`src/rtl/serial_feeder_pkg.sv`:
```
// serial_feeder_pkg: shared FSM state type and default sizing for the serial word feeder
package serial_feeder_pkg;
  typedef enum logic {IDLE, SHIFT} state_t;
  localparam int WIDTH_DEF = 8;
  localparam int DEPTH_DEF = 4;
  localparam int PTR_W = $clog2(DEPTH_DEF);
  localparam int CNT_W = $clog2(DEPTH_DEF + 1);
  localparam int BIT_W = $clog2(WIDTH_DEF);
endpackage

```
`src/rtl/word_fifo.sv`:
```
// word_fifo: small first-word-fall-through FIFO with occupancy count
module word_fifo
  import serial_feeder_pkg::*;
#(
  parameter int WIDTH = WIDTH_DEF,
  parameter int DEPTH = DEPTH_DEF,
  localparam int AW = $clog2(DEPTH),
  localparam int CW = $clog2(DEPTH + 1)
) (
  input  logic             clk,
  input  logic             rst,
  input  logic             push,
  input  logic             pop,
  input  logic [WIDTH-1:0] wr_data,
  output logic [WIDTH-1:0] rd_data,
  output logic             full,
  output logic             empty,
  output logic [CW-1:0]    count
);
  logic [WIDTH-1:0] mem [DEPTH];
  logic [AW-1:0] wr_ptr, rd_ptr;
  logic do_push, do_pop;
  assign full = count == CW'(DEPTH);
  assign empty = count == '0;
  assign do_push = push && !full;
  assign do_pop = pop && !empty;
  assign rd_data = mem[rd_ptr];
  always_ff @(posedge clk)
    if (do_push) mem[wr_ptr] <= wr_data;
  always_ff @(posedge clk) begin
    if (rst) begin
      wr_ptr <= '0;
      rd_ptr <= '0;
      count <= '0;
    end else begin
      if (do_push) wr_ptr <= wr_ptr + 1'b1;
      if (do_pop) rd_ptr <= rd_ptr + 1'b1;
      count <= count + CW'(do_push) - CW'(do_pop);
    end
  end
endmodule

```
`src/rtl/serial_word_feeder.sv`:
```
// serial_word_feeder: buffers parallel words and shifts them out gaplessly, one bit per clock
module serial_word_feeder
  import serial_feeder_pkg::*;
#(
  parameter int   WIDTH     = WIDTH_DEF,
  parameter int   DEPTH     = DEPTH_DEF,
  parameter logic IDLE_BIT  = 1'b0,
  parameter logic MSB_FIRST = 1'b1
) (
  input  logic             clk,
  input  logic             rst,
  input  logic [WIDTH-1:0] wr_data,
  input  logic             wr_valid,
  output logic             wr_ready,
  output logic             out_bit,
  output logic             out_valid,
  output logic             frame_start,
  output logic             busy
);
  localparam int CW = $clog2(DEPTH + 1);
  localparam int BW = $clog2(WIDTH);
  state_t state, state_n;
  logic [BW-1:0] bit_cnt, bit_cnt_n;
  logic [WIDTH-1:0] shreg, shreg_n, rd_data, src;
  logic [CW-1:0] count;
  logic out_bit_n, out_valid_n, frame_start_n, full, empty, push, pop, last;
  assign wr_ready = !full;
  assign push = wr_valid && wr_ready;
  assign busy = state == SHIFT || count != '0;
  word_fifo #(.WIDTH(WIDTH), .DEPTH(DEPTH)) fifo (
    .clk(clk), .rst(rst), .push(push), .pop(pop), .wr_data(wr_data),
    .rd_data(rd_data), .full(full), .empty(empty), .count(count)
  );
  // A word boundary is either idle or the cycle driving the last bit; loading there keeps the stream gapless
  always_comb begin
    last = state == IDLE || bit_cnt == BW'(WIDTH - 1);
    pop = last && !empty;
    state_n = pop ? SHIFT : last ? IDLE : SHIFT;
    src = pop ? rd_data : shreg;
    out_valid_n = pop || !last;
    out_bit_n = out_valid_n ? (MSB_FIRST ? src[WIDTH-1] : src[0]) : IDLE_BIT;
    shreg_n = MSB_FIRST ? {src[WIDTH-2:0], 1'b0} : {1'b0, src[WIDTH-1:1]};
    bit_cnt_n = last ? '0 : bit_cnt + 1'b1;
    frame_start_n = pop;
  end
  always_ff @(posedge clk) begin
    if (rst) begin
      state <= IDLE;
      bit_cnt <= '0;
      shreg <= '0;
      out_bit <= IDLE_BIT;
      out_valid <= 1'b0;
      frame_start <= 1'b0;
    end else begin
      state <= state_n;
      bit_cnt <= bit_cnt_n;
      shreg <= shreg_n;
      out_bit <= out_bit_n;
      out_valid <= out_valid_n;
      frame_start <= frame_start_n;
    end
  end
endmodule
```
`config.mk`:
```
export PLATFORM = sky130hd
export DESIGN_NAME = serial_word_feeder
export DESIGN_NICKNAME = d
export VERILOG_FILES = /design/src/rtl/serial_feeder_pkg.sv /design/src/rtl/word_fifo.sv /design/src/rtl/serial_word_feeder.sv
export SDC_FILE = /design/constraint.sdc
export NUM_CORES = 1
export LEC_CHECK = 0
export BUFFER_PORTS_ARGS = -buffer_cell sky130_fd_sc_hd__buf_2
export CAP_MARGIN = 20
export CORE_MARGIN = 2
export CORE_UTILIZATION = 58
export DETAILED_ROUTE_END_ITERATION = 7
export PLACE_DENSITY = 0.77
export RECOVER_POWER = 100
export SLEW_MARGIN = 20
export SYNTH_ARGS = -nofsm -noshare
export SYNTH_HDL_FRONTEND = slang
export SYNTH_SLANG_ARGS = --single-unit
```
`constraint.sdc`:
```
create_clock -name clk -period 3.34 [get_ports clk]
set_input_delay 0.835 -clock clk [delete_from_list [all_inputs] [get_ports clk]]
set_output_delay 0.835 -clock clk [all_outputs]
set_load 0.01 [all_outputs]
```
==> results.md <==
- The post-CTS resize count is 0.
- For the pin with the worst max-slew slack, the measured transition is 0.542 ns.
- The worst path needs between 2 and 3 ns of the cycle, external delays included.
- The proportion of power drawn by the clock network is 18.2%.
- The number of buffers and inverters on the critical path is 3.
- The number of nets at the end of the flow is around 180.
- The floorplan step set the die height to approximately 64 µm.
- The repair_antennas step left the layout with diodes totalling 0.
- The count of synthesis-stage warnings from yosys is 0.
- The summed instance area of the synthesized netlist is 2100 µm².
- Global routing finished with a remaining overflow of 0.
- The area taken by flip-flops and latches is between 1000 and 1500 µm².
- The number of DRC violations after detailed routing is 0.
- The area of combinational cells with multiple inputs is between 600 and 700 µm².
- The number of buffers added on ports is 15.
- The wire length of the first global-routing pass is 5490 µm.
- The number of cells in the finished layout apart from fillers is roughly 210.
- The number of top-level pins is 16.
- Leaving out fill and tap cells, the most frequent cells in the layout are edfxtp_1, dfxtp_1, clkbuf_1.
- Once the floorplan was initialized, standard cells occupied approximately three fifths of the core.
- In this run, flip-flops and latches consume between 50% and 60% of the power.
- The endpoint kind of the worst setup timing path is a register.
- The number of pins with negative max-slew slack in the final report is 0.
- The core footprint is ~3400 µm².
- In this run the clock root is driven by a clkbuf_4.
- The global-route total usage across every layer is a little under a fifth.
- The path class of the lowest-slack min-delay path is reg -> reg.
- The portion of the clock cycle consumed by the worst path in the final layout is between 80 and 90%.
- The run finished with clean final reports.
- The biggest fanout along the worst timing path is 11.
- Measured along the x axis, the die boundary spans 64.2 µm.
- The post-route netlist has around an eighth of its cells at a drive strength greater than 1.
- For this run, the detailed router's first-pass iteration total came to 4.
- The cell that appears most often on the critical path is ha_1.
- The clock insertion delay at the later pin of the skew report is approximately 0.36 ns.
- The number of hold buffers added after cts is 0.
- Using the TritonRoute via totals, the vias-per-cell ratio works out to around 5.6.
- Synthesis produced around 150 cells.
- The arrival time at the worst endpoint is around 3.0 ns.
- The number of H-tree levels is 2.
- The internal power component is approximately 1.2 mW.
- The standard-cell row count is 21.
- The tool flagged a number of max-cap violations equal to 0.
- The switching share of power is a little under a third.
- The post-synthesis net count is approximately 170.
- Across the routed clock network, the largest skew measured is a little over 0.007 ns.
- The floorplan step defined a die boundary enclosing around 4100 µm².
- The half-perimeter wire length of the detailed placement result is 2230 µm.
- The total power divided by cell area is 737 nW/µm².
- The critical path goes through ha_1 -> ha_1 -> nor2b_1 -> clkbuf_1 -> nor2_1 -> ha_1 -> inv_1 -> ha_1 -> inv_1 -> fa_1 -> xor2_1 -> and2_1 -> nor3_1.
- The sequential element share of the synthesized area is 66.7%.
- Relative to the synthesized area, the layout overhead comes to 7.09%.
- The detail route stage leaves a number of antenna-violating nets equal to 0.
- The worst-case IR drop observed on VDD is roughly 0.33 mV.
- Counting flops and latches in the post-synthesis netlist gives between 50 and 60.
- The clock transition at the registers of the reported paths is 0.13 ns.
- The via count of the first global-routing pass is between 1000 and 1500.
- Buffers inserted during clock tree synthesis total 5.
- The number of failing hold endpoints at the final stage is 0.
- The clock sink count is between 50 and 60.
- At the worst endpoint, the required time is roughly 3.6 ns.
- The routed via count is between 1000 and 1500.
- The slowest library cell on the worst path is fa_1.
- On the worst path, the slowest cell contributes a delay of ~0.38 ns.
- The post-layout utilization of the core is 65.8%.
- The library cell used most frequently in the layout, excluding fill and tap cells, is edfxtp_1.
- The portion of total power attributed to combinational logic is about 27%.
- For this block, the routed nets add up to approximately 3200 µm of wire.
- The start-to-end type of the worst setup path is reg -> reg.
- The analysis attributes to net switching a power of 0.506 mW.
- After routing the design area is between 2000 and 2500 µm².
- The initial antenna violation count is 0.
- Each instance of the synthesized netlist takes up on average about 14 µm².
- Post-CTS timing repair inserted 0 buffers for setup.
- The leakage power is ~0.8 nW.
- The maximum number of pins on one net before global-route repair is 22.
- The weighted congestion at the end of routability-driven global placement is slightly below 0.8.
- The placement-stage cell area is 2200 µm².
- The achievable clock frequency is 372 MHz.
- The critical path's top delay family is adder cells.
- The placed cell count is 200.
- The sum of negative setup slack is 0 ns.
- The headroom to the max-slew limit is 63.8%.
- The startpoint class of the critical path is a register.
- Counting the fill cells in the layout gives between 200 and 300.
- The final-report setup violation count is 0.
- The detailed router's first-iteration violation count is 76.
- In the final routed layout, each cell accounts on average for 15.3 µm.
- TritonCTS built the clock tree.
- The count of unique library cells instantiated by Yosys is 25.
- Setup repair after global routing left no endpoint under its margin.
- The clock passes through at most 2 buffers.
-- path summary, 6_finish.rpt --
kind                                  from            end  slack (ns)  cells past startpoint
worst max register to register  bit_cnt[0]  fifo.count[2]        0.65                     13
worst max-delay path            bit_cnt[0]  fifo.count[2]        0.65                     13
worst min-delay path            bit_cnt[0]     bit_cnt[0]        0.44                      1
worst min register to register  bit_cnt[0]     bit_cnt[0]        0.44                      1
-- cells by family (layout without fill, tap and decap cells) --
logic type	after synthesis	count (layout)	synth area share (%)
AOI/OAI and AO/OA	23	23	6.14
xor gates and xnor gates	1	1	0.417
adders and majority gates	9	9	5.72
buffers and inverters	16	33	3.58
DFF	54	54	66.7
muxes	8	8	8.58
and+or+nand+nor	34	34	8.82
-- registers in the layout (all words and copies together) (netlist names), named ones only --
register and flops:
shreg 7, fifo.mem 32, fifo.count 3, fifo.rd_ptr 2
fifo.wr_ptr 2, out_bit 1, frame_start 1, bit_cnt 3
out_valid 1
-- worst register-to-register path, stage by stage (launching register included) --
cell      delay (ns)
dfxtp_1         0.34
ha_1            0.20
ha_1            0.19
nor2b_1         0.11
clkbuf_1        0.33
nor2_1          0.13
ha_1            0.29
inv_1           0.05
ha_1            0.13
inv_1           0.05
fa_1            0.38
xor2_1          0.16
and2_1          0.15
nor3_1          0.11
-- area by class of cell --
| type | instances | area share [%] |
|---|---|---|
| clock buffers | 7 | 2.89 |
| clock inverters | 1 | 0.167 |
| inverters | 8 | 1.34 |
| multi-input cells | 75 | 27.7 |
| flip-flops and latches | 54 | 62.3 |
| well taps | 46 | 2.56 |
| repair buffers | 17 | 3.01 |
-- layer usage --
layer / track usage (%) / part of all wire, % / up-vias
met4: 5.59 / 1.5 / 0
li1: - / - / 562
met1: 23.4 / 44 / 564
met5: 0 / 0 / -
met3: 6.51 / 4.7 / 7
met2: 29.6 / 50 / 25
-- per-stage QoR --
step / hold slack, ns / total power [mW] / setup WS [ns]
final: 0.443 / 1.66 / 0.649
after global routing: 0.488 / 1.78 / 0.377
after CTS: 0.449 / 1.69 / 0.851
after detailed placement: 0.430 / 1.39 / 0.886
after global placement: 0.414 / 1.36 / 1.02
after floorplan: 0.408 / 1.28 / 1.02
-- power by group through the flow --
stage | Sequential, mW | Combinational (mW) | Clock, mW
detailed placement | 0.923 | 0.470 | 0
finish | 0.905 | 0.450 | 0.301
CTS | 0.909 | 0.472 | 0.310
global route | 0.927 | 0.519 | 0.337
floorplan | 0.880 | 0.397 | 0
global placement | 0.916 | 0.446 | 0
-- Yosys cell counts --
cell      instances  area (µm²)
nor3_1            4        20.0
buf_4             1        7.51
xor2_1            1        8.76
nor3b_1           3        22.5
or3_1             2        12.5
edfxtp_1         32         961
o21ai_0           9        45.0
and3_1            4        25.0
buf_6             1        11.3
nor2_1            5        18.8
clkbuf_1          3        11.3
nand2b_1          2        12.5
nand3_1           9        45.0
dfxtp_1          22         440
nor2b_1           2        12.5
fa_1              1        20.0
nand2_1           1        3.75
a21oi_1          12        60.1
buf_2             3        15.0
a31o_1            1        8.76
inv_1             8        30.0
a311oi_2          1        15.0
mux4_2            8         180
and2_1            2        12.5
ha_1              8         100
(Power assumes the default switching activity.)
